--- src/rtl/viterbi_pkg.sv ---
// Shared constants for the rate-1/2 convolutional encoder family:
// generator polynomials per constraint length, symbol width and FSM states.
package viterbi_pkg;

  localparam int SYM_W = 2;

  localparam logic [6:0] G0_K3 = 7'o7;
  localparam logic [6:0] G1_K3 = 7'o5;
  localparam logic [6:0] G0_K5 = 7'o23;
  localparam logic [6:0] G1_K5 = 7'o35;
  localparam logic [6:0] G0_K7 = 7'o171;
  localparam logic [6:0] G1_K7 = 7'o133;

  typedef enum logic [1:0] {
    IDLE  = 2'd0,
    ENC   = 2'd1,
    TAIL  = 2'd2,
    FLUSH = 2'd3
  } fsm_t;

  function automatic logic [6:0] poly_g0(input int k);
    case (k)
      3:       return G0_K3;
      7:       return G0_K7;
      default: return G0_K5;
    endcase
  endfunction

  function automatic logic [6:0] poly_g1(input int k);
    case (k)
      3:       return G1_K3;
      7:       return G1_K7;
      default: return G1_K5;
    endcase
  endfunction

endpackage

--- src/rtl/conv_enc_core.sv ---
// Shift register and parity taps of the convolutional encoder: one input bit
// in, one 2-bit symbol {G0 parity, G1 parity} out, combinationally.
module conv_enc_core
  import viterbi_pkg::*;
#(
  parameter int K = 5
) (
  input  logic             clk,
  input  logic             rst,
  input  logic             clr,
  input  logic             en,
  input  logic             din,
  output logic [SYM_W-1:0] sym
);

  localparam logic [6:0]   G0_ALL = poly_g0(K);
  localparam logic [6:0]   G1_ALL = poly_g1(K);
  localparam logic [K-1:0] G0     = G0_ALL[K-1:0];
  localparam logic [K-1:0] G1     = G1_ALL[K-1:0];

  logic [K-2:0] state;
  logic [K-1:0] r;

  // Newest bit sits in r[0]; the low K-1 bits of r are the next state.
  assign r   = {state, din};
  assign sym = {^(r & G0), ^(r & G1)};

  always_ff @(posedge clk) begin
    if (rst || clr) begin
      state <= '0;
    end else if (en) begin
      state <= r[K-2:0];
    end
  end

endmodule

--- src/rtl/conv_encoder_packer.sv ---
// Byte-in convolutional encoder that packs four 2-bit symbols per output byte,
// optionally appends a zero tail, and flushes a padded final byte.
module conv_encoder_packer
  import viterbi_pkg::*;
#(
  parameter int K = 5
) (
  input  logic       clk,
  input  logic       rst,
  input  logic [7:0] in_data,
  input  logic       in_valid,
  input  logic       in_last,
  input  logic       tail_en,
  output logic       in_ready,
  output logic [7:0] out_data,
  output logic       out_valid,
  input  logic       out_ready,
  output logic       out_last,
  output logic       busy
);

  localparam logic [2:0] TAIL_END = 3'(K - 2);

  function automatic logic [7:0] pad_byte(input logic [5:0] sbuf, input logic [1:0] cnt);
    case (cnt)
      2'd1:    pad_byte = {6'd0, sbuf[1:0]};
      2'd2:    pad_byte = {4'd0, sbuf[3:0]};
      2'd3:    pad_byte = {2'd0, sbuf};
      default: pad_byte = 8'd0;
    endcase
  endfunction

  fsm_t             fsm, fsm_nxt;
  logic [7:0]       in_byte;
  logic             last_q, tail_q;
  logic [2:0]       bit_idx, tail_idx;
  logic [5:0]       sym_buf;
  logic [1:0]       sym_cnt;
  logic [SYM_W-1:0] sym;
  logic             stall, advance, accept, enc_bit;
  logic             final_sym, full_load, pad_load, last_hs;

  assign stall     = out_valid && !out_ready;
  assign advance   = ((fsm == ENC) || (fsm == TAIL)) && !stall;
  assign in_ready  = (fsm == IDLE) && !out_valid;
  assign accept    = in_valid && in_ready;
  assign busy      = (fsm != IDLE);
  assign enc_bit   = (fsm == ENC) ? in_byte[bit_idx] : 1'b0;
  assign last_hs   = out_valid && out_ready && out_last;
  assign full_load = advance && (sym_cnt == 2'd3);

  // A symbol that completes the frame exactly on a byte boundary tags that byte as last.
  assign final_sym = ((fsm == ENC) && (bit_idx == 3'd7) && last_q && !tail_q) ||
                     ((fsm == TAIL) && (tail_idx == TAIL_END));

  // The padded byte is loaded once, as soon as the output register is free.
  assign pad_load = (fsm == FLUSH) && (sym_cnt != 2'd0) && !(out_valid && out_last) &&
                    (!out_valid || out_ready);

  conv_enc_core #(.K(K)) u_core (
    .clk (clk),
    .rst (rst),
    .clr (last_hs),
    .en  (advance),
    .din (enc_bit),
    .sym (sym)
  );

  always_comb begin
    fsm_nxt = fsm;
    case (fsm)
      IDLE:  if (accept) fsm_nxt = ENC;
      ENC: begin
        if (advance && (bit_idx == 3'd7)) begin
          if (!last_q)     fsm_nxt = IDLE;
          else if (tail_q) fsm_nxt = TAIL;
          else             fsm_nxt = FLUSH;
        end
      end
      TAIL:  if (advance && (tail_idx == TAIL_END)) fsm_nxt = FLUSH;
      FLUSH: if (last_hs) fsm_nxt = IDLE;
      default: fsm_nxt = IDLE;
    endcase
  end

  always_ff @(posedge clk) begin
    if (rst) begin
      fsm       <= IDLE;
      bit_idx   <= 3'd0;
      tail_idx  <= 3'd0;
      sym_cnt   <= 2'd0;
      out_valid <= 1'b0;
      out_last  <= 1'b0;
      out_data  <= 8'h00;
    end else begin
      fsm <= fsm_nxt;
      if (accept) begin
        bit_idx  <= 3'd0;
        tail_idx <= 3'd0;
      end else if (advance && (fsm == ENC)) begin
        bit_idx <= bit_idx + 3'd1;
      end else if (advance && (fsm == TAIL)) begin
        tail_idx <= tail_idx + 3'd1;
      end
      if (last_hs)      sym_cnt <= 2'd0;
      else if (advance) sym_cnt <= sym_cnt + 2'd1;
      if (full_load) begin
        out_data  <= {sym, sym_buf};
        out_valid <= 1'b1;
        out_last  <= final_sym;
      end else if (pad_load) begin
        out_data  <= pad_byte(sym_buf, sym_cnt);
        out_valid <= 1'b1;
        out_last  <= 1'b1;
      end else if (out_ready) begin
        out_valid <= 1'b0;
        out_last  <= 1'b0;
      end
    end
  end

  // Frame capture and partial-byte symbol storage; stale contents are never observed.
  always_ff @(posedge clk) begin
    if (accept) begin
      in_byte <= in_data;
      last_q  <= in_last;
      tail_q  <= in_last && tail_en;
    end
    if (advance) begin
      case (sym_cnt)
        2'd0:    sym_buf[1:0] <= sym;
        2'd1:    sym_buf[3:2] <= sym;
        2'd2:    sym_buf[5:4] <= sym;
        default: ;
      endcase
    end
  end

endmodule
--- config.mk ---
export PLATFORM = sky130hd
export DESIGN_NAME = conv_encoder_packer
export DESIGN_NICKNAME = d
export VERILOG_FILES = /design/src/rtl/viterbi_pkg.sv /design/src/rtl/conv_enc_core.sv /design/src/rtl/conv_encoder_packer.sv
export SDC_FILE = /design/constraint.sdc
export NUM_CORES = 1
export LEC_CHECK = 0
export CORE_ASPECT_RATIO = 0.9
export CORE_UTILIZATION = 53
export CTS_CLUSTER_DIAMETER = 200
export DETAILED_ROUTE_END_ITERATION = 8
export GPL_ROUTABILITY_DRIVEN = 0
export PLACE_DENSITY = 0.75
export SETUP_SLACK_MARGIN = 0.3
export SLEW_MARGIN = 40
export SYNTH_ARGS = -nofsm -noshare
export SYNTH_HDL_FRONTEND = slang
export SYNTH_SLANG_ARGS = --single-unit
--- constraint.sdc ---
create_clock -name clk -period 2.5 [get_ports clk]
set_input_delay 0.375 -clock clk [delete_from_list [all_inputs] [get_ports clk]]
set_output_delay 0.375 -clock clk [all_outputs]
set_load 0.02 [all_outputs]
Word level (Yosys, flattened, before mapping)

Cells that the tools add are included.

Bitwise gates (word level): 1
Add/sub/neg operators: 3
Reduce and logical (&&, ||, !) cells: 44
Muxes and demuxes: 17
Magnitude comparators: 1
Equality and inequality tests: 12

Operators with widths:

| cell                                               | number |
|---|---|
| logical AND 1 bit                                  | 20 |
| one-hot mux 6 bit (3 select lines)                 | 1 |
| 2-to-1 mux 8 bit                                   | 2 |
| 2-to-1 mux 2 bit                                   | 5 |
| XOR reduction 5 bit                                | 2 |
| == test 2 bit, second input constant               | 4 |
| one-hot mux 2 bit (4 select lines)                 | 1 |
| AND reduction 2 bit                                | 4 |
| 2-to-1 mux 1 bit                                   | 7 |
| adder 3 x 1 -> 3 bit, second input constant        | 2 |
| != test 2 x 1 -> 1 bit, second input constant      | 3 |
| nonzero test 2 bit                                 | 3 |
| zero test 1 bit                                    | 5 |
| == test 2 x 1 -> 1 bit, second input constant      | 2 |
| zero test 2 bit                                    | 2 |
| logical OR 1 bit                                   | 4 |
| < comparator 3 x 4 -> 1 bit, second input constant | 1 |
| AND reduction 4 bit                                | 1 |
| OR reduction 2 bit                                 | 2 |
| binary-select mux 1 bit (select 3 bit)             | 1 |
| == test 3 x 2 -> 1 bit, second input constant      | 1 |
| == test 3 bit, second input constant               | 1 |
| nonzero test 3 bit                                 | 1 |
| adder 2 x 1 -> 2 bit, second input constant        | 1 |
| 2 further kinds                                    | 2 |

Word-level logic and storage cells: 92
Input port bits: 14
Output and inout port bits: 12
Register bits after elaboration: 40

Logic depth before layout (Yosys ltp)

Gate-level depths: netlist (run 1).

Depth in word-level cells: 7
Gate-level depth with buffers: 8
Gate-level depth less buffers: 7

By module

A second synthesis (run 1) with hierarchy kept.

Cells, all modules: 169
Area total of the unflattened synthesis: 1,889.3 sq um

Modules (own cells, without submodules):

| module              | cells each | area each (sq um) | sequential area each (sq um) | times used |
|---|---|---|---|---|
| conv_encoder_packer | 152        | 1,701.6           | 880.8                        | 1 |
| conv_enc_core       | 17         | 187.7             | 80.1                         | 1 |

Worst setup path before layout (run 1)

No wires, ideal clock.

Path kind: flip-flop to flip-flop
From: register fsm[0]
To: register tail_idx[2]
Period minus slack after synthesis: 1.985 ns
Data arrival time: 1.900 ns
Setup time: 0.086 ns
Path buffers: 1
Path slack: 0.515 ns
Required time: 2.414 ns
Cell stages (with the launch flop): 9
Cells stage by stage: dfxtp_1 > inv_1 > ha_1 > inv_1 > nor2_1 > and2_1 > or2_2 > clkbuf_1 > a211oi_1

Elaborated cells on any way between the ends: 12
Those cells by class: eq/ne (2); bitwise (1); reduce/logical (9)

RTL lines:

| item                         | RTL line                   | text |
|---|---|---|
| start: declaration           | conv_encoder_packer.sv:33  | `fsm_t fsm, fsm_nxt;` |
| start signal: assignment     | conv_encoder_packer.sv:96  | `fsm <= fsm_nxt;` |
| zero test 2 bit              | conv_encoder_packer.sv:45  | `assign in_ready = (fsm == IDLE) && !out_valid;` |
| logical AND 1 bit            | conv_encoder_packer.sv:45  |  |
| via in_ready                 | conv_encoder_packer.sv:14  | `output logic in_ready,` |
| logical AND 1 bit            | conv_encoder_packer.sv:46  | `assign accept = in_valid && in_ready;` |
| via accept                   | conv_encoder_packer.sv:40  | `logic stall, advance, accept, enc_bit;` |
| OR reduction 2 bit (no line) | --                         |  |
| end signal: assignment       | conv_encoder_packer.sv:103 | `tail_idx <= tail_idx + 3'd1;` |
| end: declaration             | conv_encoder_packer.sv:36  | `logic [2:0] bit_idx, tail_idx;` |

The timed path passes the listed nets, and every way through them passes these cells.
A chain may end at the register's enable or synchronous reset.

Worst setup path in the final report (run 1)

From: register fsm[0]
To: output busy

Word-level cells in the longest chain between the ends: 1

Ends and longest elaborated chain:

| item               | RTL line                  | text |
|---|---|---|
| nonzero test 2 bit | conv_encoder_packer.sv:47 | `assign busy = (fsm != IDLE);` |
| end: declaration   | conv_encoder_packer.sv:19 | `output logic busy` |

Every way passes these cells.

==> results by group, run 1 <==
Layout
  – Fillers: 253
  – Fin area: ~2200 um^2
  – Area grow syn2layout: 21.07%
  – ANT cells: 0
  – Share of layout cells above drive strength 1: 0.07035
  – Fin nets: 226

Clock network
  – Clock sink count: 40
  – CTS tree: built
  – Largest buffer count on any clock path: 2
  – Clock Latency Late Sink: ~0.29 ns
  – Clock root buffer master: clkbuf_8
  – CTS Buf Count: 5
  – Reg clk slew, reported paths: 0.07 ns
  – CTS Hold Bufs: 0
  – H-tree levels: 2

STA
  – Worst slew margin: 0.6740
  – Number of setup violations in the final report: 0
  – Clock skew: 0.006145 ns
  – Period minus WS final: 2.097 ns
  – Fmax: between 0.4 and 0.5 GHz
  – Fin. Hold Viols: 0
  – Unrepaired setup endpoints after global routing: no
  – TNS Setup: 0 ns
  – Final WS setup: ~0.40 ns
  – Worst hold slack: about 0.46 ns
  – Fin. max-slew vios: 0
  – Worst slew pin tran: 0.4874 ns
  – Period utilization: 0.8390

Synth
  – Yosys warnings: 0
  – Synth Flop Type: dfxtp_1
  – Mapped Area: around 1800 um^2
  – EDFF count, synth: 16
  – Flop and latch count out of synthesis: 40
  – Most frequent cells after synthesis: dfxtp_1 (24), nand2_1 (22), a21oi_1 (19), edfxtp_1 (16), ha_1 (14)
  – Synth Instances: 170
  – Synth top area cells: dfxtp_1 (26%), edfxtp_1 (26%), ha_1 (9.6%), a21oi_1 (5.2%), nand2_1 (4.5%)
  – Avg Cell Area, Syn: 10.69 um^2
  – Ys async rst share: 0
  – Count leader, synth: dfxtp_1
  – Yosys top cell by area: dfxtp_1
  – Area share of the largest cell type after synthesis: 0.2645
  – Syn_nets: approximately 200
  – Sequential share of the synthesized area: 0.5289
  – Unique cell type count in the Yosys netlist: 32

Die
  – Core Region: 3162 um^2
  – Die Area: 3666 um^2
  – Io pins: 26
  – Starting density of the core: 0.5746
  – Die height: 57.55 um
  – Row count: 19
  – Die X: 63.72 um

Critical path
  – Startpoint Class: flop
  – Crit path cell chain: inv_1 > ha_1 > inv_1 > clkdlybuf4s50_1
  – Reg-to-reg startpoint: sym_cnt[1]$_SDFFE_PP0P_
  – CP required: 2.12 ns
  – Buf/Inv on CP: 3
  – CP Class: reg -> out
  – Critical Path AT: 1.72 ns
  – Crit. path cell count: 4
  – Register-to-Register Path Depth: 8
  – Most Frequent Cell on Critical Path: inv_1
  – Crit end category: output pin
  – Top delay family on crit path: buffers and inverters
  – Crit-path max cell delay: 0.60 ns
  – Worst path slowest cell: clkdlybuf4s50_1
  – CP max FO: 6
  – CP startpoint: fsm[0]$_SDFFE_PP0P_

Status
  – Status: completed

Place
  – Dpl hpwl: between 2 and 3 mm
  – Post-Place Worst Slack: about 0.34 ns
  – Port bufs: 25
  – Area after DPL: between 2000 and 2500 um^2

Power
  – Pwr/cell area: roughly 700 nW/um^2
  – Comb pwr share: 0.214
  – Leakage: 0.8122 nW
  – Net load switching power: about 0.42 mW
  – Int Pwr: around 1.1 mW
  – VDD IR-drop max: 505.8 uV
  – Clk pwr share: 0.274
  – Seq pwr share: 0.512
  – Switching portion of total power: 0.2766

Drt
  – DR iter-0 viols: 82
  – Drt total wl: roughly 3.4 mm
  – First drt pass iteration count: 4
  – WL per Instance: approximately 14 um
  – Vias: between 1000 and 1500
  – Drc violations: 0
  – Via-per-instance ratio: ~5.3
  – Antenna Violating Nets Remaining: 0

Hold path
  – Tightest Hold Check Type: reg -> reg
  – Worst hold path startpoint: out_data[4]$_SDFFE_PP0P_
  – WHS Path Cells: 2

GRT
  – Initial antenna violation count: 0
  – Vias in the first global route: around 1300
  – GR Overflow Total: 0
  – Largest net degree at the start of global routing: 15
  – GR Util All Layers: 0.2167
  – First-pass GRT wire length: 5.789 mm

Flow run
  – Max cap viols: 0
[repair_timing]
| action | 4_1_cts | 5_1_grt |
|---|---|---|
| buffers inserted | 0 | 0 |
| hold endpoints to repair | 0 | 0 |
| endpoints found under the setup margin | 0 | 1 |
| gates resized for setup | 0 | 1 |
[sequential cells by signal, indices dropped and copies added (netlist names), named ones only]
register,count
sym_cnt,2
out_last,1
bit_idx,3
fsm,1
sym_buf,6
out_valid,1
in_byte,8
u_core.state,4
last_q,1
tail_idx,3
out_data,8
tail_q,1
[power groups by stage]
stage          Clock (mW)  Combinational, mW  Sequential [mW]
5_1_grt             0.456              0.376            0.792
3_5_place_dp            0              0.330            0.801
4_1_cts             0.433              0.331            0.787
6_report            0.422              0.328            0.786
2_1_floorplan           0              0.230            0.791
3_3_place_gp            0              0.319            0.797
[final timing paths]
path | to | slack (ns)
max | busy | 0.40
min | out_data[4]$_SDFFE_PP0P_ | 0.46
max reg2reg | out_data[7]$_SDFFE_PP0P_ | 0.49
min reg2reg | out_data[4]$_SDFFE_PP0P_ | 0.46
[layer usage]
layer	vias to the layer above	track usage	wire, um
met5	-	0	0
met4	0	0.08766	54
met3	6	0.05000	135
met2	32	0.3495	1566
met1	597	0.2829	1606
li1	647	-	-
[cells in the final DEF (no fill, tap or decap)]
master / count
a21oi_1: 19
o211ai_1: 2
inv_1: 8
nand2b_1: 7
and3_1: 5
dlymetal6s2s_1: 1
o221a_2: 1
nand2_1: 22
or2_2: 1
and2_1: 3
clkbuf_1: 2
xnor2_1: 6
nor2_1: 12
nand4_1: 1
a31o_2: 2
edfxtp_1: 16
buf_4: 2
nand3b_1: 2
nor2b_1: 1
a22o_2: 2
mux2i_1: 2
ha_1: 14
a211oi_1: 2
clkbuf_8: 6
clkdlybuf4s50_1: 24
nand3_1: 3
mux4_1: 2
dfxtp_1: 24
nor3b_1: 1
a221oi_1: 1
a22oi_1: 1
xor2_1: 2
a21o_1: 1
o21ai_0: 1
[worst min-delay path: stages, from the launching register on]
cell and delay (ns):
dfxtp_1 0.31, nand2_1 0.05, a21oi_1 0.05
[cells by family after synthesis]
kind of cell / synth area share
flops: 0.5289
buf+inv: 0.03168
fa+ha+maj: 0.09642
mux: 0.03995
xor+xnor: 0.03857
simple gates: 0.1529
compound gates: 0.1116
[through the flow]
step / power (mW) / util / std cells
after CTS: 1.551 / 0.6949 / 241
after floorplan: 1.021 / - / 170
after global placement: 1.117 / 0.6664 / 233
after detailed placement: 1.130 / 0.6664 / 233
after global routing: 1.624 / 0.6957 / 241
final: 1.536 / 0.6957 / 241
[cell type report]
type                    count  area, um^2  area share
repair buffers             27       267.8      0.1217
multi-input cells         116       798.3      0.3629
clock buffers               8       90.09     0.04096
flip-flops and latches     40       960.9      0.4369
well taps                  42       52.55     0.02389
inverters                   8       30.03     0.01365
Note: power is estimated with default switching activity, not from simulation.
==> inputs of run 2 (changes only) <==
--- a/config.mk
+++ b/config.mk
@@ -6,11 +6,11 @@
 export NUM_CORES = 1
 export LEC_CHECK = 0
 export CORE_ASPECT_RATIO = 0.9
-export CORE_UTILIZATION = 53
+export CORE_UTILIZATION = 48
 export CTS_CLUSTER_DIAMETER = 200
 export DETAILED_ROUTE_END_ITERATION = 8
 export GPL_ROUTABILITY_DRIVEN = 0
-export PLACE_DENSITY = 0.75
+export PLACE_DENSITY = 0.71
 export SETUP_SLACK_MARGIN = 0.3
 export SLEW_MARGIN = 40
 export SYNTH_ARGS = -nofsm -noshare
==> constraint.sdc (replaced) <==
create_clock -name clk -period 1.88 [get_ports clk]
set_input_delay 0.282 -clock clk [delete_from_list [all_inputs] [get_ports clk]]
set_output_delay 0.282 -clock clk [all_outputs]
set_load 0.02 [all_outputs]
==> results by group, run 2 (synthesized netlist as in run 1, its figures left out) <==
Status
  – Status: completed

Critical path
  – Crit path cell chain: mux4_2 > mux2i_4 > nor2_4 > xnor2_2 > a22o_2
  – CP Class: reg -> reg
  – Worst path slowest cell: mux4_2
  – Critical Path AT: 1.89 ns
  – CP required: 2.06 ns
  – CP max FO: 4
  – Crit-path max cell delay: 0.54 ns
  – Startpoint Class: flop
  – Crit end category: flop
  – CP startpoint: bit_idx[0]$_SDFFE_PP0P_
  – Reg-to-reg startpoint: bit_idx[0]$_SDFFE_PP0P_

Clock network
  – CTS Hold Bufs: 0
  – Clock sink count: 40
  – CTS tree: built
  – Largest buffer count on any clock path: 2
  – Clock Latency Late Sink: 0.29 ns
  – H-tree levels: 2
  – Clock root buffer master: clkbuf_8
  – CTS Buf Count: 5
  – Reg clk slew, reported paths: 0.08 ns

Die
  – Io pins: 26
  – Starting density of the core: 0.5186
  – Die X: 66.85 um
  – Die Area: about 4000 um^2
  – Core Region: 3503 um^2
  – Row count: 20
  – Die height: 60.37 um

Drt
  – Drt total wl: slightly below 4 mm
  – Via-per-instance ratio: between 5 and 6
  – Drc violations: 0
  – Vias: 1353
  – Antenna Violating Nets Remaining: 0
  – First drt pass iteration count: 4
  – DR iter-0 viols: 60
  – WL per Instance: 15.35 um

Layout
  – Commonest non-fill, non-tap cell in the layout: nand2_1
  – Commonest non-fill, non-tap cells in the layout: nand2_1 (21), clkdlybuf4s50_1 (20), dfxtp_1 (18)
  – Fin area: 2429 um^2
  – Layout Utilization: 0.6932
  – Top flop regs: in_byte (8), out_data (8), sym_buf (6)
  – Fin nets: approximately 240
  – Share of layout cells above drive strength 1: 0.2701
  – Area grow syn2layout: 33.68%
  – ANT cells: 0

Hold path
  – Tightest Hold Check Type: reg -> reg
  – Worst hold path startpoint: out_data[0]$_SDFFE_PP0P_

GRT
  – Initial antenna violation count: 0
  – Largest net degree at the start of global routing: 13
  – GR Overflow Total: 0
  – Vias in the first global route: 1371
  – GR Util All Layers: 0.2099
  – First-pass GRT wire length: 6.127 mm

STA
  – TNS Setup: 0 ns
  – Worst slew margin: 0.7758
  – Clock skew: 0.004441 ns
  – Worst slew pin tran: 0.3363 ns
  – Final WS setup: about 0.17 ns
  – Fin. max-slew vios: 0
  – Fin. Hold Viols: 0
  – Unrepaired setup endpoints after global routing: yes
  – Number of setup violations in the final report: 0
  – Period utilization: 0.9076
  – Fmax: 0.5861 GHz
  – Period minus WS final: 1.706 ns

Place
  – Area after DPL: 2205 um^2
  – Post-Place Worst Slack: 0.01320 ns
  – Port bufs: 25
  – Dpl hpwl: 2.775 mm

Flow run
  – Max cap viols: 0

Power
  – Leakage: 0.9287 nW
  – Total power: 2.231 mW
  – VDD IR-drop max: 854.6 uV
  – Pwr/cell area: approximately 920 nW/um^2
## run 2: changes by cell type in the layout (fill, tap and decap cells not counted), sizes merged
| cell | delta |
|---|---|
| clkinv | +1 |
| buf | +12 |
| dlymetal6s2s | +1 |
| clkbuf | -1 |
| dlygate4sd2 | +1 |
| clkinvlp | +1 |
| clkdlybuf4s15 | +1 |
| clkdlybuf4s50 | -4 |
## run 2: critical path, delay by kind of cell (launching register included)
kind | cells | cell delay, ns
multiplexers | 2 | 0.72
flip-flops | 1 | 0.38
AO/OA/AOI/OAI | 1 | 0.25
XOR/XNOR | 1 | 0.16
AND/OR/NAND/NOR | 1 | 0.08
## run 2: layout make-up
type / count / area, um^2
fillers: 266 / 1075
flip-flops and latches: 40 / 973.4
multi-input cells: 116 / 929.6
repair buffers: 39 / 354.1
clock buffers: 6 / 72.57
well taps: 44 / 55.05
inverters: 8 / 32.53
clock inverters: 2 / 11.26
## run 2: metrics by stage
stage | instances | hold WS [ns]
detailed placement | 243 | 0.4509
global placement | 243 | 0.4408
floorplan | 170 | 0.3809
finish | 255 | 0.4561
CTS | 252 | 0.4607
global route | 255 | 0.4707
## run 2: report_power, final
group	internal [mW]	switching (mW)
Sequential	1.00	0.0454
Combinational	0.285	0.346
Clock	0.257	0.295
Total	1.54	0.686
## run 2: metal layers
metal	part of all wire	track usage	vias up
met5	0	0	-
met4	0.0079	0.06383	0
met3	0.044	0.05075	4
met2	0.50	0.3665	31
met1	0.45	0.2586	644
li1	-	-	674
## run 2: worst paths after layout
check / slack (ns) / cells after the start / end
max: 0.17 / 5 / out_data[6]$_SDFFE_PP0P_
min: 0.46 / 2 / out_data[0]$_SDFFE_PP0P_
max reg2reg: 0.17 / 5 / out_data[6]$_SDFFE_PP0P_
min reg2reg: 0.46 / 2 / out_data[0]$_SDFFE_PP0P_
## run 2: timing repair
item / 4_1_cts / 5_1_grt
resized for setup: 14 / 19
buffers inserted: 1 / 3
setup endpoints to repair: 24 / 26
pin swaps: 3 / 5
